### config.mk
export PLATFORM = sky130hd
export DESIGN_NAME = stopwatch_mode_sequencer_flat
export DESIGN_NICKNAME = d
export VERILOG_FILES = /design/src/rtl/stopwatch_mode_sequencer_pkg.sv /design/src/rtl/stopwatch_mode_sequencer_if.sv /design/src/rtl/stopwatch_mode_sequencer_tick_timer.sv /design/src/rtl/stopwatch_mode_sequencer.sv /design/src/flat_wrapper.sv
export SDC_FILE = /design/constraint.sdc
export NUM_CORES = 1
export LEC_CHECK = 0
export CORE_ASPECT_RATIO = 1.75
export CORE_MARGIN = 2
export CORE_UTILIZATION = 54
export DETAILED_ROUTE_END_ITERATION = 6
export GPL_ROUTABILITY_DRIVEN = 0
export PLACE_DENSITY = 0.77
export SYNTH_ARGS = -nofsm -noshare
export SYNTH_HDL_FRONTEND = slang
export SYNTH_SLANG_ARGS = --single-unit
### constraint.sdc
create_clock -name clk -period 2.6 [get_ports clk]
set_input_delay 0.78 -clock clk [delete_from_list [all_inputs] [get_ports clk]]
set_output_delay 0.78 -clock clk [all_outputs]
set_load 0.005 [all_outputs]
### src/rtl/stopwatch_mode_sequencer_pkg.sv
// Shared encodings for the stopwatch mode sequencer: states, display sources and
// auto-repeat timing (used only when AUTO_REPEAT_EN is defined).
package stopwatch_pkg;

   typedef enum logic [2:0] {
      IDLE     = 3'd0,
      RUN      = 3'd1,
      PAUSE    = 3'd2,
      LAP      = 3'd3,
      SET_HOUR = 3'd4,
      SET_MIN  = 3'd5
   } state_t;

   localparam logic [1:0] DISP_LIVE = 2'b00;
   localparam logic [1:0] DISP_LAP  = 2'b01;
   localparam logic [1:0] DISP_SET  = 2'b10;

   localparam int RPT_HOLD_TICKS   = 50;
   localparam int RPT_PERIOD_TICKS = 25;

   function automatic logic is_set(state_t s);
      return (s == SET_HOUR) || (s == SET_MIN);
   endfunction

endpackage

### src/rtl/stopwatch_mode_sequencer_if.sv
// Button/tick inputs and control outputs of the mode sequencer, bundled for the
// debounce stage (master) and the sequencer (slave).
interface stopwatch_mode_sequencer_if;
   logic       tick;
   logic       start_p;
   logic       lap_p;
   logic       lap_lvl;
   logic       set_sw;
   logic       count_en;
   logic       count_clr;
   logic       lap_capture;
   logic [1:0] disp_sel;
   logic       inc_hour;
   logic       inc_min;
   logic       blink;
   logic [2:0] state;

   modport master (
      output tick, start_p, lap_p, lap_lvl, set_sw,
      input  count_en, count_clr, lap_capture, disp_sel, inc_hour, inc_min, blink, state
   );

   modport slave (
      input  tick, start_p, lap_p, lap_lvl, set_sw,
      output count_en, count_clr, lap_capture, disp_sel, inc_hour, inc_min, blink, state
   );
endinterface

### src/rtl/stopwatch_mode_sequencer_tick_timer.sv
// Saturating tick counter; hit_o flags the enable that carries the count onto THRESH.
module tick_timer #(
   parameter int CNT_W  = 16,
   parameter int THRESH = 200
) (
   input  logic clk,
   input  logic rst_n,
   input  logic clr_i,
   input  logic en_i,
   output logic hit_o
);
   localparam logic [CNT_W-1:0] ONE  = CNT_W'(1);
   localparam logic [CNT_W-1:0] LAST = CNT_W'(THRESH - 1);
   localparam logic [CNT_W-1:0] TOP  = CNT_W'(THRESH);

   logic [CNT_W-1:0] cnt_q, cnt_d;

   always_comb begin
      cnt_d = cnt_q;
      if (clr_i)                    cnt_d = '0;
      else if (en_i && cnt_q != TOP) cnt_d = cnt_q + ONE;
   end

   always_ff @(posedge clk) begin
      if (rst_n) cnt_q <= '0;
      else       cnt_q <= cnt_d;
   end

   // Once saturated the count no longer passes LAST, so a hold can hit only once.
   assign hit_o = en_i && (cnt_q == LAST);
endmodule

### src/rtl/stopwatch_mode_sequencer.sv
// Central stopwatch/clock mode FSM. rst_n is active-high despite its name.
// Optional AUTO_REPEAT_EN: holding lap in a set mode auto-repeats the increment.
module stopwatch_mode_sequencer
   import stopwatch_pkg::*;
#(
   parameter int LONG_PRESS_TICKS  = 200,
   parameter int SET_TIMEOUT_TICKS = 1000,
   parameter int BLINK_TICKS       = 50,
   parameter int CNT_W             = 16
) (
   input logic                       clk,
   input logic                       rst_n,
   stopwatch_mode_sequencer_if.slave sw
);
   state_t     state_q, state_d;
   logic       pause_lap_q, pause_lap_d;
   logic       count_en_q, count_en_d;
   logic       count_clr_q, count_clr_d;
   logic       lap_cap_q, lap_cap_d;
   logic [1:0] disp_q, disp_d;
   logic       inc_hour_q, inc_hour_d;
   logic       inc_min_q, inc_min_d;
   logic       blink_q, blink_d;

   logic in_set_q, lp_hit, to_hit, bl_hit, rpt_hit, inc_req;

   assign in_set_q = is_set(state_q);

   tick_timer #(.CNT_W(CNT_W), .THRESH(LONG_PRESS_TICKS)) u_long (
      .clk(clk), .rst_n(rst_n), .clr_i(!sw.lap_lvl),
      .en_i(sw.tick && sw.lap_lvl && state_q == PAUSE), .hit_o(lp_hit));

   tick_timer #(.CNT_W(CNT_W), .THRESH(SET_TIMEOUT_TICKS)) u_timeout (
      .clk(clk), .rst_n(rst_n),
      .clr_i(!in_set_q || sw.start_p || sw.lap_p || rpt_hit),
      .en_i(sw.tick), .hit_o(to_hit));

   tick_timer #(.CNT_W(CNT_W), .THRESH(BLINK_TICKS)) u_blink (
      .clk(clk), .rst_n(rst_n), .clr_i(!in_set_q || bl_hit),
      .en_i(sw.tick), .hit_o(bl_hit));

`ifdef AUTO_REPEAT_EN
   logic rpt_on_q, hold_hit, per_hit;

   tick_timer #(.CNT_W(CNT_W), .THRESH(RPT_HOLD_TICKS)) u_rpt_hold (
      .clk(clk), .rst_n(rst_n), .clr_i(!sw.lap_lvl || !in_set_q),
      .en_i(sw.tick), .hit_o(hold_hit));

   tick_timer #(.CNT_W(CNT_W), .THRESH(RPT_PERIOD_TICKS)) u_rpt_period (
      .clk(clk), .rst_n(rst_n), .clr_i(!rpt_on_q || per_hit),
      .en_i(sw.tick), .hit_o(per_hit));

   always_ff @(posedge clk) begin
      if (rst_n) rpt_on_q <= 1'b0;
      else       rpt_on_q <= (rpt_on_q || hold_hit) && sw.lap_lvl && in_set_q;
   end

   assign rpt_hit = hold_hit || per_hit;
`else
   assign rpt_hit = 1'b0;
`endif

   assign inc_req = sw.lap_p || rpt_hit;

   always_ff @(posedge clk) begin
      if (rst_n) begin
         state_q     <= IDLE;
         pause_lap_q <= 1'b0;
         count_en_q  <= 1'b0;
         count_clr_q <= 1'b0;
         lap_cap_q   <= 1'b0;
         disp_q      <= DISP_LIVE;
         inc_hour_q  <= 1'b0;
         inc_min_q   <= 1'b0;
         blink_q     <= 1'b0;
      end else begin
         state_q     <= state_d;
         pause_lap_q <= pause_lap_d;
         count_en_q  <= count_en_d;
         count_clr_q <= count_clr_d;
         lap_cap_q   <= lap_cap_d;
         disp_q      <= disp_d;
         inc_hour_q  <= inc_hour_d;
         inc_min_q   <= inc_min_d;
         blink_q     <= blink_d;
      end
   end

   // start_p is tested first everywhere, so a coincident lap_p is dropped.
   always_comb begin
      state_d     = state_q;
      count_clr_d = 1'b0;
      lap_cap_d   = 1'b0;
      inc_hour_d  = 1'b0;
      inc_min_d   = 1'b0;
      case (state_q)
         IDLE: begin
            if (sw.start_p)     state_d = RUN;
            else if (sw.set_sw) state_d = SET_HOUR;
         end
         RUN: begin
            if (sw.start_p) state_d = PAUSE;
            else if (sw.lap_p) begin
               state_d   = LAP;
               lap_cap_d = 1'b1;
            end
         end
         LAP: begin
            if (sw.start_p)    state_d = PAUSE;
            else if (sw.lap_p) state_d = RUN;
         end
         PAUSE: begin
            if (sw.start_p) state_d = RUN;
            else if (lp_hit) begin
               state_d     = IDLE;
               count_clr_d = 1'b1;
            end else if (sw.set_sw) state_d = SET_HOUR;
         end
         SET_HOUR, SET_MIN: begin
            if (!sw.set_sw)     state_d = IDLE;
            else if (sw.start_p) state_d = (state_q == SET_HOUR) ? SET_MIN : SET_HOUR;
            else if (inc_req) begin
               inc_hour_d = (state_q == SET_HOUR);
               inc_min_d  = (state_q == SET_MIN);
            end else if (to_hit) state_d = IDLE;
         end
         default: state_d = IDLE;
      endcase
   end

   always_comb begin
      count_en_d  = (state_d == RUN) || (state_d == LAP);
      pause_lap_d = (state_d == PAUSE) && ((state_q == LAP) || pause_lap_q);
      case (state_d)
         LAP:               disp_d = DISP_LAP;
         PAUSE:             disp_d = pause_lap_d ? DISP_LAP : DISP_LIVE;
         SET_HOUR, SET_MIN: disp_d = DISP_SET;
         default:           disp_d = DISP_LIVE;
      endcase
      blink_d = 1'b0;
      if (is_set(state_d)) begin
         if (!in_set_q)   blink_d = 1'b1;
         else if (bl_hit) blink_d = !blink_q;
         else             blink_d = blink_q;
      end
   end

   assign sw.state       = state_q;
   assign sw.count_en    = count_en_q;
   assign sw.count_clr   = count_clr_q;
   assign sw.lap_capture = lap_cap_q;
   assign sw.disp_sel    = disp_q;
   assign sw.inc_hour    = inc_hour_q;
   assign sw.inc_min     = inc_min_q;
   assign sw.blink       = blink_q;
endmodule
### src/flat_wrapper.sv
// flat-port wrapper written by rule: the top's interface ports become plain ports
module stopwatch_mode_sequencer_flat import stopwatch_pkg::*;
#(
   parameter int LONG_PRESS_TICKS  = 200,
   parameter int SET_TIMEOUT_TICKS = 1000,
   parameter int BLINK_TICKS       = 50,
   parameter int CNT_W             = 16
)
  (clk, rst_n, sw_tick, sw_start_p, sw_lap_p, sw_lap_lvl, sw_set_sw, sw_count_en, sw_count_clr, sw_lap_capture, sw_disp_sel, sw_inc_hour, sw_inc_min, sw_blink, sw_state);
  stopwatch_mode_sequencer_if sw_i ();
  input logic clk;
  input logic rst_n;
  input wire logic [$bits(sw_i.tick)-1:0] sw_tick;
  input wire logic [$bits(sw_i.start_p)-1:0] sw_start_p;
  input wire logic [$bits(sw_i.lap_p)-1:0] sw_lap_p;
  input wire logic [$bits(sw_i.lap_lvl)-1:0] sw_lap_lvl;
  input wire logic [$bits(sw_i.set_sw)-1:0] sw_set_sw;
  output wire logic [$bits(sw_i.count_en)-1:0] sw_count_en;
  output wire logic [$bits(sw_i.count_clr)-1:0] sw_count_clr;
  output wire logic [$bits(sw_i.lap_capture)-1:0] sw_lap_capture;
  output wire logic [$bits(sw_i.disp_sel)-1:0] sw_disp_sel;
  output wire logic [$bits(sw_i.inc_hour)-1:0] sw_inc_hour;
  output wire logic [$bits(sw_i.inc_min)-1:0] sw_inc_min;
  output wire logic [$bits(sw_i.blink)-1:0] sw_blink;
  output wire logic [$bits(sw_i.state)-1:0] sw_state;
  assign sw_i.tick = sw_tick;
  assign sw_i.start_p = sw_start_p;
  assign sw_i.lap_p = sw_lap_p;
  assign sw_i.lap_lvl = sw_lap_lvl;
  assign sw_i.set_sw = sw_set_sw;
  assign sw_count_en = sw_i.count_en;
  assign sw_count_clr = sw_i.count_clr;
  assign sw_lap_capture = sw_i.lap_capture;
  assign sw_disp_sel = sw_i.disp_sel;
  assign sw_inc_hour = sw_i.inc_hour;
  assign sw_inc_min = sw_i.inc_min;
  assign sw_blink = sw_i.blink;
  assign sw_state = sw_i.state;
  stopwatch_mode_sequencer #(.LONG_PRESS_TICKS(LONG_PRESS_TICKS), .SET_TIMEOUT_TICKS(SET_TIMEOUT_TICKS), .BLINK_TICKS(BLINK_TICKS), .CNT_W(CNT_W)) u_core (.clk(clk), .rst_n(rst_n), .sw(sw_i));
endmodule
==> metrics.md <==
| Metric | Value |
|---|---|
| End of the worst hold path | `u_core.u_timeout.cnt_q[13]` |
| Max cap viols | `0` |
| FF+latch count, synth | `60` |
| Worst Path Buf+Inv | `1` |
| DR WL/cell | `~13 µm` |
| Share of layout cells above drive strength 1 | `9.40%` |
| Clock root cell | `clkbuf_8` |
| Post-DP HPWL | `approximately 4100 µm` |
| Post-synth cell types | `37` |
| DRT iter0 DRCs | `73` |
| Grt total ovfl | `0` |
| Final worst slack | `around 0.36 ns` |
| Final setup TNS | `0 ns` |
| Pre-antenna DRT Iters | `4` |
| Cts hold-fix bufs | `0` |
| FF-to-FF setup slack | `0.71 ns` |
| Fmax | `roughly 450 MHz` |
| GRT Overall Usage | `a little over a fifth` |
| Worst-path maximum fanout | `9` |
| Clk pin slew, worst setup/hold paths | `around 0.060 ns` |
| Cells after DPL | `390` |
| CTS tree | `built` |
| Syn. warnings | `0` |
| CTS max path bufs | `2` |
| Setup WS pre-CTS | `a little over 0.04 ns` |
| Vias | `between 2k and 2.5k` |
| Critical Path Max Stage Delay | `between 0.5 and 0.6 ns` |
| Sequential Power Share | `a little over half` |
| Peak supply drop | `0.526 mV` |
| P_sw | `roughly 0.00041 W` |
| Resized Gates After CTS | `0` |
| Via density | `between 5 and 6` |
| Register area share after synthesis | `43.5%` |
| CTS sink cnt | `60` |
| TritonCTS buffer count | `9` |
| Die Wd | `58.1 µm` |
| Synth Area per Inst | `roughly 8.8 µm²` |
| Switching fraction of total power | `22.8%` |
| FF-to-FF Start | `u_core.sw.state[1]` |
| Pins Over Slew Limit | `0` |
| ANT nets after route | `0` |
| WL final | `between 5000 and 6000 µm` |
| Grt met3 use | `around 5.8%` |
| H-Tree Depth | `3` |
| Syn Nets | `328` |
| Tcrit/Tclk final | `roughly 86%` |
| Reg-to-reg endpoint | `u_core.pause_lap_q` |
| Most frequent cells in the layout | `dfxtp_1, nor2_1, xor2_1, xnor2_1` |
| Hold Slack | `0.502 ns` |
| Row cnt | `34` |
| Clk Latency, worst-skew pair | `~0.34 ns` |
| Vias in the first global route | `approximately 2.2k` |
| Die area | `around 0.0057 mm²` |
| RSZ-0062 raised after global routing | `false` |
| CP required | `1.82 ns` |
| Port buffer count | `17` |
| Syn Inst Count | `approximately 310` |
| Initial antenna violation count | `0` |
| Startpoint types | `flop` |
| Slowest cell on crit path | `clkdlybuf4s50_1` |
| Slew @ Worst Pin | `0.458 ns` |
| Largest net degree at the start of global routing | `17` |
| Mapped cell area | `roughly 0.0028 mm²` |
| CP top delay family | `buffers and inverters` |
| Final #Nets | `roughly 360` |
| Hold Crit Depth | `2` |
| Drc violations | `0` |
| Power density over the cells | `roughly 550 mW/mm²` |
| Crit path arrival time | `around 1.5 ns` |
| P_int | `~0.0014 W` |
| Starting Density | `approximately 56%` |
| Post-CTS Setup Inserts | `0` |
| # setup viols final | `0` |
| Critical path cell sequence | `clkdlybuf4s50_1` |
| Core area | `0.00493 mm²` |
| Hold path start | `u_core.u_timeout.cnt_q[13]` |
| IO Pins | `18` |
| Met2 GRT Util | `roughly two fifths` |
| Clk_skew | `about 0.009 ns` |
| Worst slew margin | `69.1%` |
| Final Instance Count excl. Fillers | `slightly above 400` |
| Clock network fraction of total power | `between 40% and 50%` |
| Crit. End Element | `primary output` |
| Setup Crit Path Kind | `flop to primary output` |
| Gr busiest metal | `met2` |
| Combinational Power Share | `between 5 and 6%` |
| Final Hold Fails | `0` |
| Minimum clock period after layout | `2.24 ns` |
| First-pass GRT wire length | `approximately 9600 µm` |
| Hold Crit Class | `flop to flop` |
| Leak | `roughly 1.1 nW` |
| Met1 GRT Util | `22.6%` |
| Area delta synth->final | `17.9%` |
| Antenna diode count | `0` |
| Die height | `between 90 and 100 µm` |
| Status | `complete, no violations` |
| Commonest non-fill, non-tap cell in the layout | `dfxtp_1` |
| Cell depth of the worst flop-to-flop path | `5` |
-- final cells by class --
cell class	count	area (µm²)
inverters	17	63.8
multi-input cells	228	1460
clock buffers	11	151
flip-flops and latches	60	1200
repair buffers	31	288
well taps	54	67.6
fillers	420	1680
clock inverters	4	25.0
-- worst max path at each step --
| stage | from | to | slack (ns) | cells after the start |
|---|---|---|---|---|
| after floorplan | sw_lap_lvl | u_core.pause_lap_q | 0.62 | 5 |
| after global placement | sw_tick | u_core.pause_lap_q | 0.08 | 6 |
| after detailed placement | sw_tick | u_core.pause_lap_q | 0.04 | 6 |
| after CTS | u_core.sw.state[0] | sw_state[0] | 0.35 | 1 |
| after global routing | sw_tick | u_core.sw.count_en | 0.29 | 9 |
| final | u_core.sw.state[0] | sw_state[0] | 0.36 | 1 |
-- sequential cells by signal, indices dropped and copies added, names as in the netlist, 2 cells and up --
register                count
u_core.u_timeout.cnt_q     16
u_core.u_blink.cnt_q       16
u_core.sw.state             3
u_core.u_long.cnt_q        16
u_core.sw.disp_sel          2
-- power by group through the flow --
stage / clock network [W] / logic [W] / registers [W]
after CTS: 0.000758 / 0.000105 / 0.000942
final: 0.000733 / 0.000104 / 0.000942
after detailed placement: 0 / 0.000104 / 0.000963
after global routing: 0.000795 / 0.000114 / 0.000944
after global placement: 0 / 0.000103 / 0.000962
after floorplan: 0 / 0.0000512 / 0.000957
-- kinds of logic (layout without fill, tap and decap cells) --
family          count (synthesis)  after routing  synth area share (%)
flops                          60             60                  43.5
simple gates                  152            152                  29.0
mux                             2              2                 0.725
fa+ha+maj                       7              7                  3.17
buf+inv                        26             63                  3.67
compound gates                 21             21                  5.34
xor+xnor                       46             46                  14.6
-- routing by layer --
metal | up-vias | wire length, µm | share of wire (%)
met5 | - | 0 | 0
met4 | 0 | 136 | 2.5
met3 | 12 | 147 | 2.7
met2 | 26 | 3010 | 55
met1 | 1077 | 2170 | 40
li1 | 1136 | - | -
-- per-stage QoR --
step | power, W | util, % | area, µm²
finish | 0.00178 | 66.0 | 3260
global route | 0.00185 | 66.0 | 3260
CTS | 0.00180 | 66.0 | 3260
detailed placement | 0.00107 | 62.4 | 3080
global placement | 0.00107 | 62.4 | 3080
floorplan | 0.00101 | - | 2760
-- synthesized netlist by cell type --
library cell,number,area [µm²]
nor3_1,9,45.0
xnor2_1,22,193
a31oi_1,2,12.5
nand4_1,12,75.1
and2_1,5,31.3
clkbuf_1,6,22.5
or3_4,1,11.3
nor2_1,56,210
a21oi_1,3,15.0
nor4_1,8,50.1
and3_1,11,68.8
ha_1,7,87.6
or3_1,4,25.0
o31ai_1,1,7.51
nor4_2,1,12.5
nand3b_1,2,15.0
nor4b_1,1,8.76
and4_1,8,70.1
nor4bb_1,1,10.0
dfxtp_1,60,1200
nor3b_4,1,18.8
nand2_1,15,56.3
o21a_1,1,7.51
o211ai_1,3,22.5
xor2_1,24,210
nor2b_1,3,18.8
or4_1,1,7.51
nand3_1,11,55.1
mux2i_1,2,20.0
buf_2,3,15.0
a211oi_1,3,22.5
o311ai_0,1,8.76
o211a_1,1,10.0
inv_1,17,63.8
o21ai_0,5,25.0
a21bo_4,1,16.3
nand2b_1,2,12.5
Note: power is estimated with default switching activity, not from simulation.
==> RTL edit 1 (same settings) <==
`CNT_W` is set to 16 in 3 places; all go to 32.
--- a/src/rtl/stopwatch_mode_sequencer_tick_timer.sv
+++ b/src/rtl/stopwatch_mode_sequencer_tick_timer.sv
@@ -1,6 +1,6 @@
 // Saturating tick counter; hit_o flags the enable that carries the count onto THRESH.
 module tick_timer #(
-   parameter int CNT_W  = 16,
+   parameter int CNT_W  = 32,
    parameter int THRESH = 200
 ) (
    input  logic clk,
--- a/src/rtl/stopwatch_mode_sequencer.sv
+++ b/src/rtl/stopwatch_mode_sequencer.sv
@@ -6,7 +6,7 @@
    parameter int LONG_PRESS_TICKS  = 200,
    parameter int SET_TIMEOUT_TICKS = 1000,
    parameter int BLINK_TICKS       = 50,
-   parameter int CNT_W             = 16
+   parameter int CNT_W             = 32
 ) (
    input logic                       clk,
    input logic                       rst_n,
--- a/src/flat_wrapper.sv
+++ b/src/flat_wrapper.sv
@@ -4,7 +4,7 @@
    parameter int LONG_PRESS_TICKS  = 200,
    parameter int SET_TIMEOUT_TICKS = 1000,
    parameter int BLINK_TICKS       = 50,
-   parameter int CNT_W             = 16
+   parameter int CNT_W             = 32
 )
   (clk, rst_n, sw_tick, sw_start_p, sw_lap_p, sw_lap_lvl, sw_set_sw, sw_count_en, sw_count_clr, sw_lap_capture, sw_disp_sel, sw_inc_hour, sw_inc_min, sw_blink, sw_state);
   stopwatch_mode_sequencer_if sw_i ();
Check against the original RTL: no difference found for any inputs over 10 cycles, from zero or initial values and one cycle with rst_n high; that may be too few to reach the edited logic, so the function may still have changed.
==> RTL edit 1 against the original RTL <==
Sequential cell count increased by 48. Cell count is 90% higher. Worst hold slack got worse by 0.0064 ns. Maximum frequency shrank 6.3%. Worst setup slack lost 0.15 ns. Synthesized area rose by 91%. Total power grew 80%. Design area grew 83%. Critical path depth is 6 higher. Routed wire length rose by 110%. Core utilization decreased by 2.9 points. Die area is 85% higher.
==> RTL edit 1: results (changes against the original RTL) <==
metric	value	unit	change
powerComb	0.0982	mW	-6%
synth_common_cells	dfxtp_1 (108), nor2_1 (98), xnor2_1 (58)		
antenna_found_initial	0		unchanged
path_max_fanout	11		+2
hold_path.class	register to register		
firstDrtPassIters	4		unchanged
synth_nets	637		+94%
synth_cells	623		+98%
cp-startpoint	sw_tick		
grt_pass1_wl	19690	um	+110%
grt_pass1_vias	4464		+100%
cts.reportedPaths.clkPinSlew	0.08	ns	+0.02 ns
tightest_slew	0.5990	ns	+0.1408 ns
grt_max_degree	33		+16
cts_setup_buffers	0		unchanged
slew_headroom	59.76	%	-9.3 points
skew	0.01277	ns	+0.003957 ns
max_stage_delay	0.53	ns	-0.05 ns
clock_latency	0.36	ns	+0.02 ns
synthAdderAreaFrac	1.659	%	-1.5 points
r2r_end	u_core.u_blink.cnt_q[11]$_SDFFE_PP0P_		
power.internal	2.503	mW	+82%
drv_cap	0		unchanged
dp.cells	755		+94%
post-place-ws	-0.1296	ns	-0.1710 ns
yosysSeqAreaShare	40.95	%	-2.5 points
synthTopCellsByArea	dfxtp_1 (41%), xnor2_1 (9.6%), nor2_1 (7.0%), xor2_1 (4.1%), nor4_1 (3.9%)		
grt_usage	22.96	%	+1.3 points
rrSetupSlack	0.60	ns	-0.11 ns
cp_top_family	simple AND/OR/NAND/NOR gates		
synth_compound_area_share	4.313	%	-1.0 points
synth-xor-area-share	13.77	%	-0.82 points
r2r_cells	6		+1
p_clk	1.44	mW	+96%
p_seq	1.68	mW	+78%
hpwl	8473	um	+110%
yosysUniqueCellTypes	50		+35%
clk_path_buf_depth	2		unchanged
status	finished clean		
period_share	91.75	%	+5.7 points
cts-root-buf	clkbuf_16		
critPathSlowestCell	or4_1		
regToRegStartpoint	u_core.u_blink.cnt_q[23]$_SDFFE_PP0P_		
drive_gt1_share	8.783	%	-0.62 points
cts_inserted_buffers	9		unchanged
crit_arrival	2.63	ns	+1.17 ns
fillerInstances	782		+86%
vdd_drop_max	0.4646	mV	-12%
nets	658		+82%
vias_per_cell	5.789		+4.1%
wirelength	11480	um	+110%
placed_area	5653	um^2	+84%
p_leak	1.811	nW	+58%
p_per_area	537.5	nW/um^2	-1.6%
reg_top3	u_core.u_blink.cnt_q x32, u_core.u_long.cnt_q x32, u_core.u_timeout.cnt_q x32		
first_iter_violations	194		+170%
crit_end	u_core.pause_lap_q$_SDFF_PP0_		
synthMuxAreaShare	0.5924	%	-0.13 points
fin_cells	771		+90%
[RTL edit 1: changes by cell type in the layout (fill, tap and decap cells not counted), moves of 11 or more]
cell     delta
and4_1     +12
nand3_1    +18
nor3_1     +13
buf_4      +11
nor4_1     +25
nand2_1    +24
nor2_1     +42
nand4_1    +19
dfxtp_1    +48
or3_1      +12
xnor2_1    +36
[RTL edit 1: worst min path at each step]
stage	startpoint	endpoint	slack, ns
final	u_core.u_blink.cnt_q[31]$_SDFFE_PP0P_	u_core.u_blink.cnt_q[31]$_SDFFE_PP0P_	0.50
after global placement	u_core.u_blink.cnt_q[31]$_SDFFE_PP0P_	u_core.u_blink.cnt_q[31]$_SDFFE_PP0P_	0.47
after global routing	u_core.pause_lap_q$_SDFF_PP0_	u_core.pause_lap_q$_SDFF_PP0_	0.54
after CTS	u_core.u_blink.cnt_q[31]$_SDFFE_PP0P_	u_core.u_blink.cnt_q[31]$_SDFFE_PP0P_	0.50
after floorplan	u_core.u_blink.cnt_q[31]$_SDFFE_PP0P_	u_core.u_blink.cnt_q[31]$_SDFFE_PP0P_	0.46
after detailed placement	u_core.u_blink.cnt_q[31]$_SDFFE_PP0P_	u_core.u_blink.cnt_q[31]$_SDFFE_PP0P_	0.48
[RTL edit 1: cell type report]
cell class | count | share of cell area (%)
multi-input cells | 460 | 48.27
flip-flops and latches | 108 | 36.22
repair buffers | 42 | 6.204
clock buffers | 10 | 4.003
well taps | 122 | 2.557
inverters | 23 | 1.446
clock inverters | 6 | 1.300
[RTL edit 1: metal layers]
layer	part of all wire (%)	vias to the layer above	wire [um]	track usage (%)
met5	0	-	0	0
met4	3.1	0	361	11.99
met3	2.7	31	310	4.679
met2	56	75	6398	44.49
met1	38	2125	4408	22.04
li1	-	2232	-	-
==> RTL edit 2 (config.mk and constraints unchanged) <==
Made on the original files. One comparison of `cnt_q` changes from == to >=.
--- a/src/rtl/stopwatch_mode_sequencer_tick_timer.sv
+++ b/src/rtl/stopwatch_mode_sequencer_tick_timer.sv
@@ -27,6 +27,6 @@
    end
 
    // Once saturated the count no longer passes LAST, so a hold can hit only once.
-   assign hit_o = en_i && (cnt_q == LAST);
+   assign hit_o = en_i && (cnt_q >= LAST);
 endmodule
 
Behaviour: no difference found for any inputs over 10 cycles, from zero or initial values and one cycle with rst_n high; that may be too few to reach the edited logic, so the function may still have changed.
==> RTL edit 2 against the original RTL <==
Total power up 12%. Design area up 5.1%. Sequential share of layout area shrank 1.8 points. Clock skew about the same. Routed wire length increased by 13%. Sequential cell count unchanged. Synthesized area up 3.8%. Worst setup slack lost 0.13 ns. Largest cell class unchanged. Highest routed layer unchanged.
==> RTL edit 2: results (changes against the original RTL) <==
metric	value	unit	change
h-tree-depth	3		unchanged
cts_setup_buffers	0		unchanged
synthTopCellsByArea	dfxtp_1 (42%), nor2_1 (5.2%), a21oi_1 (4.4%), ha_1 (3.5%), nand4_1 (3.5%)		
powerComb	0.116	mW	+12%
hold_path.class	register to register		
p_seq	0.944	mW	about the same
clk_path_buf_depth	2		unchanged
fin_crit	2.364	ns	+0.1277 ns
grt_usage	23.22	%	+1.5 points
skew	0.009088	ns	+0.0002788 ns
yosysUniqueCellTypes	48		+30%
antenna_cells	0		unchanged
regToRegStartpoint	u_core.u_long.cnt_q[0]$_SDFFE_PP0P_		
path_max_fanout	3		-6
power.internal	1.573	mW	+15%
fillerInstances	431		+2.6%
netlist_area	2869	um^2	+3.8%
hpwl	4563	um	+11%
grt_max_degree	17		unchanged
wirelength	6184	um	+13%
worst_hold_path.num_cells	2		unchanged
post-place-ws	-0.1215	ns	-0.1628 ns
synth_common_cells	dfxtp_1 (60), nor2_1 (40), a21oi_1 (25)		
port_buffers	17		unchanged
tightest_slew	0.4949	ns	+0.03674 ns
async_reset_ff_share	0	%	unchanged
antenna_found_initial	0		unchanged
status	finished clean		
nets	384		+6.4%
drive_gt1_share	11.53	%	+2.1 points
pwr-share-seq	47.2	%	-5.8 points
cts_inserted_buffers	9		unchanged
firstDrtPassIters	4		unchanged
yosysSeqAreaShare	41.87	%	-1.6 points
synth_nets	348		+6.1%
crit_end	u_core.pause_lap_q$_SDFF_PP0_		
reg_top3	u_core.u_blink.cnt_q x16, u_core.u_long.cnt_q x16, u_core.u_timeout.cnt_q x16		
cts-root-buf	clkbuf_8		
rrSetupSlack	0.44	ns	-0.27 ns
cp-startpoint	sw_tick		
holdPathEnd	u_core.u_timeout.cnt_q[15]$_SDFFE_PP0P_		
clock_latency	0.34	ns	about the same
grt_pass1_wl	10670	um	+12%
p_leak	1.162	nW	+1.5%
ctsResizeCount	0		unchanged
r2r_cells	5		unchanged
first_iter_violations	133		+82%
crit_arrival	2.60	ns	+1.14 ns
hold_start	u_core.u_timeout.cnt_q[15]$_SDFFE_PP0P_		
vias_per_cell	5.930		+6.7%
grt_pass1_vias	2492		+12%
cts.reportedPaths.clkPinSlew	0.07	ns	
vdd_drop_max	0.5731	mV	+8.9%
synth_warnings	0		unchanged
## RTL edit 2: layer usage
metal  vias up  GRT usage, %  wire length [um]  share of wire, %
met4         0         11.01               203               3.3
met3        15         5.412               159               2.6
met5         -             0                 0                 0
met1      1200         25.40              2480                40
met2        31         40.77              3341                54
li1       1292             -                 -                 -
## RTL edit 2: logic make-up after synthesis
group           after synthesis  share of synthesized area, %
compound gates               63                         14.30
fa+ha+maj                     8                         3.489
simple gates                158                         30.92
flops                        60                         41.87
xor+xnor                     17                         5.190
mux                           2                        0.6978
buf+inv                      25                         3.532
## RTL edit 2: critical path, cell delays in order
cell,delay (ns)
clkdlybuf4s50_1,0.49
or3b_1,0.37
or4_4,0.50
and3_4,0.19
a2111oi_4,0.26
## RTL edit 2: layout make-up
| cell class | count | area, um^2 | area share, % |
|---|---|---|---|
| clock buffers | 11 | 151.4 | 4.424 |
| inverters | 15 | 56.30 | 1.645 |
| repair buffers | 35 | 305.3 | 8.921 |
| flip-flops and latches | 60 | 1201 | 35.10 |
| clock inverters | 4 | 72.57 | 2.121 |
| well taps | 55 | 68.82 | 2.011 |
| multi-input cells | 248 | 1567 | 45.78 |
## RTL edit 2: through the flow
step	std cells	util, %	area, um^2	hold WS [ns]	TNS (ns)
2_1_floorplan	333	-	2869	0.4372	0
3_3_place_gp	413	61.37	3198	0.4589	-0.06792
3_5_place_dp	413	61.37	3198	0.4698	-0.1491
4_1_cts	428	65.67	3422	0.4846	0
5_1_grt	428	65.67	3422	0.5146	0
6_report	428	65.67	3422	0.4885	0
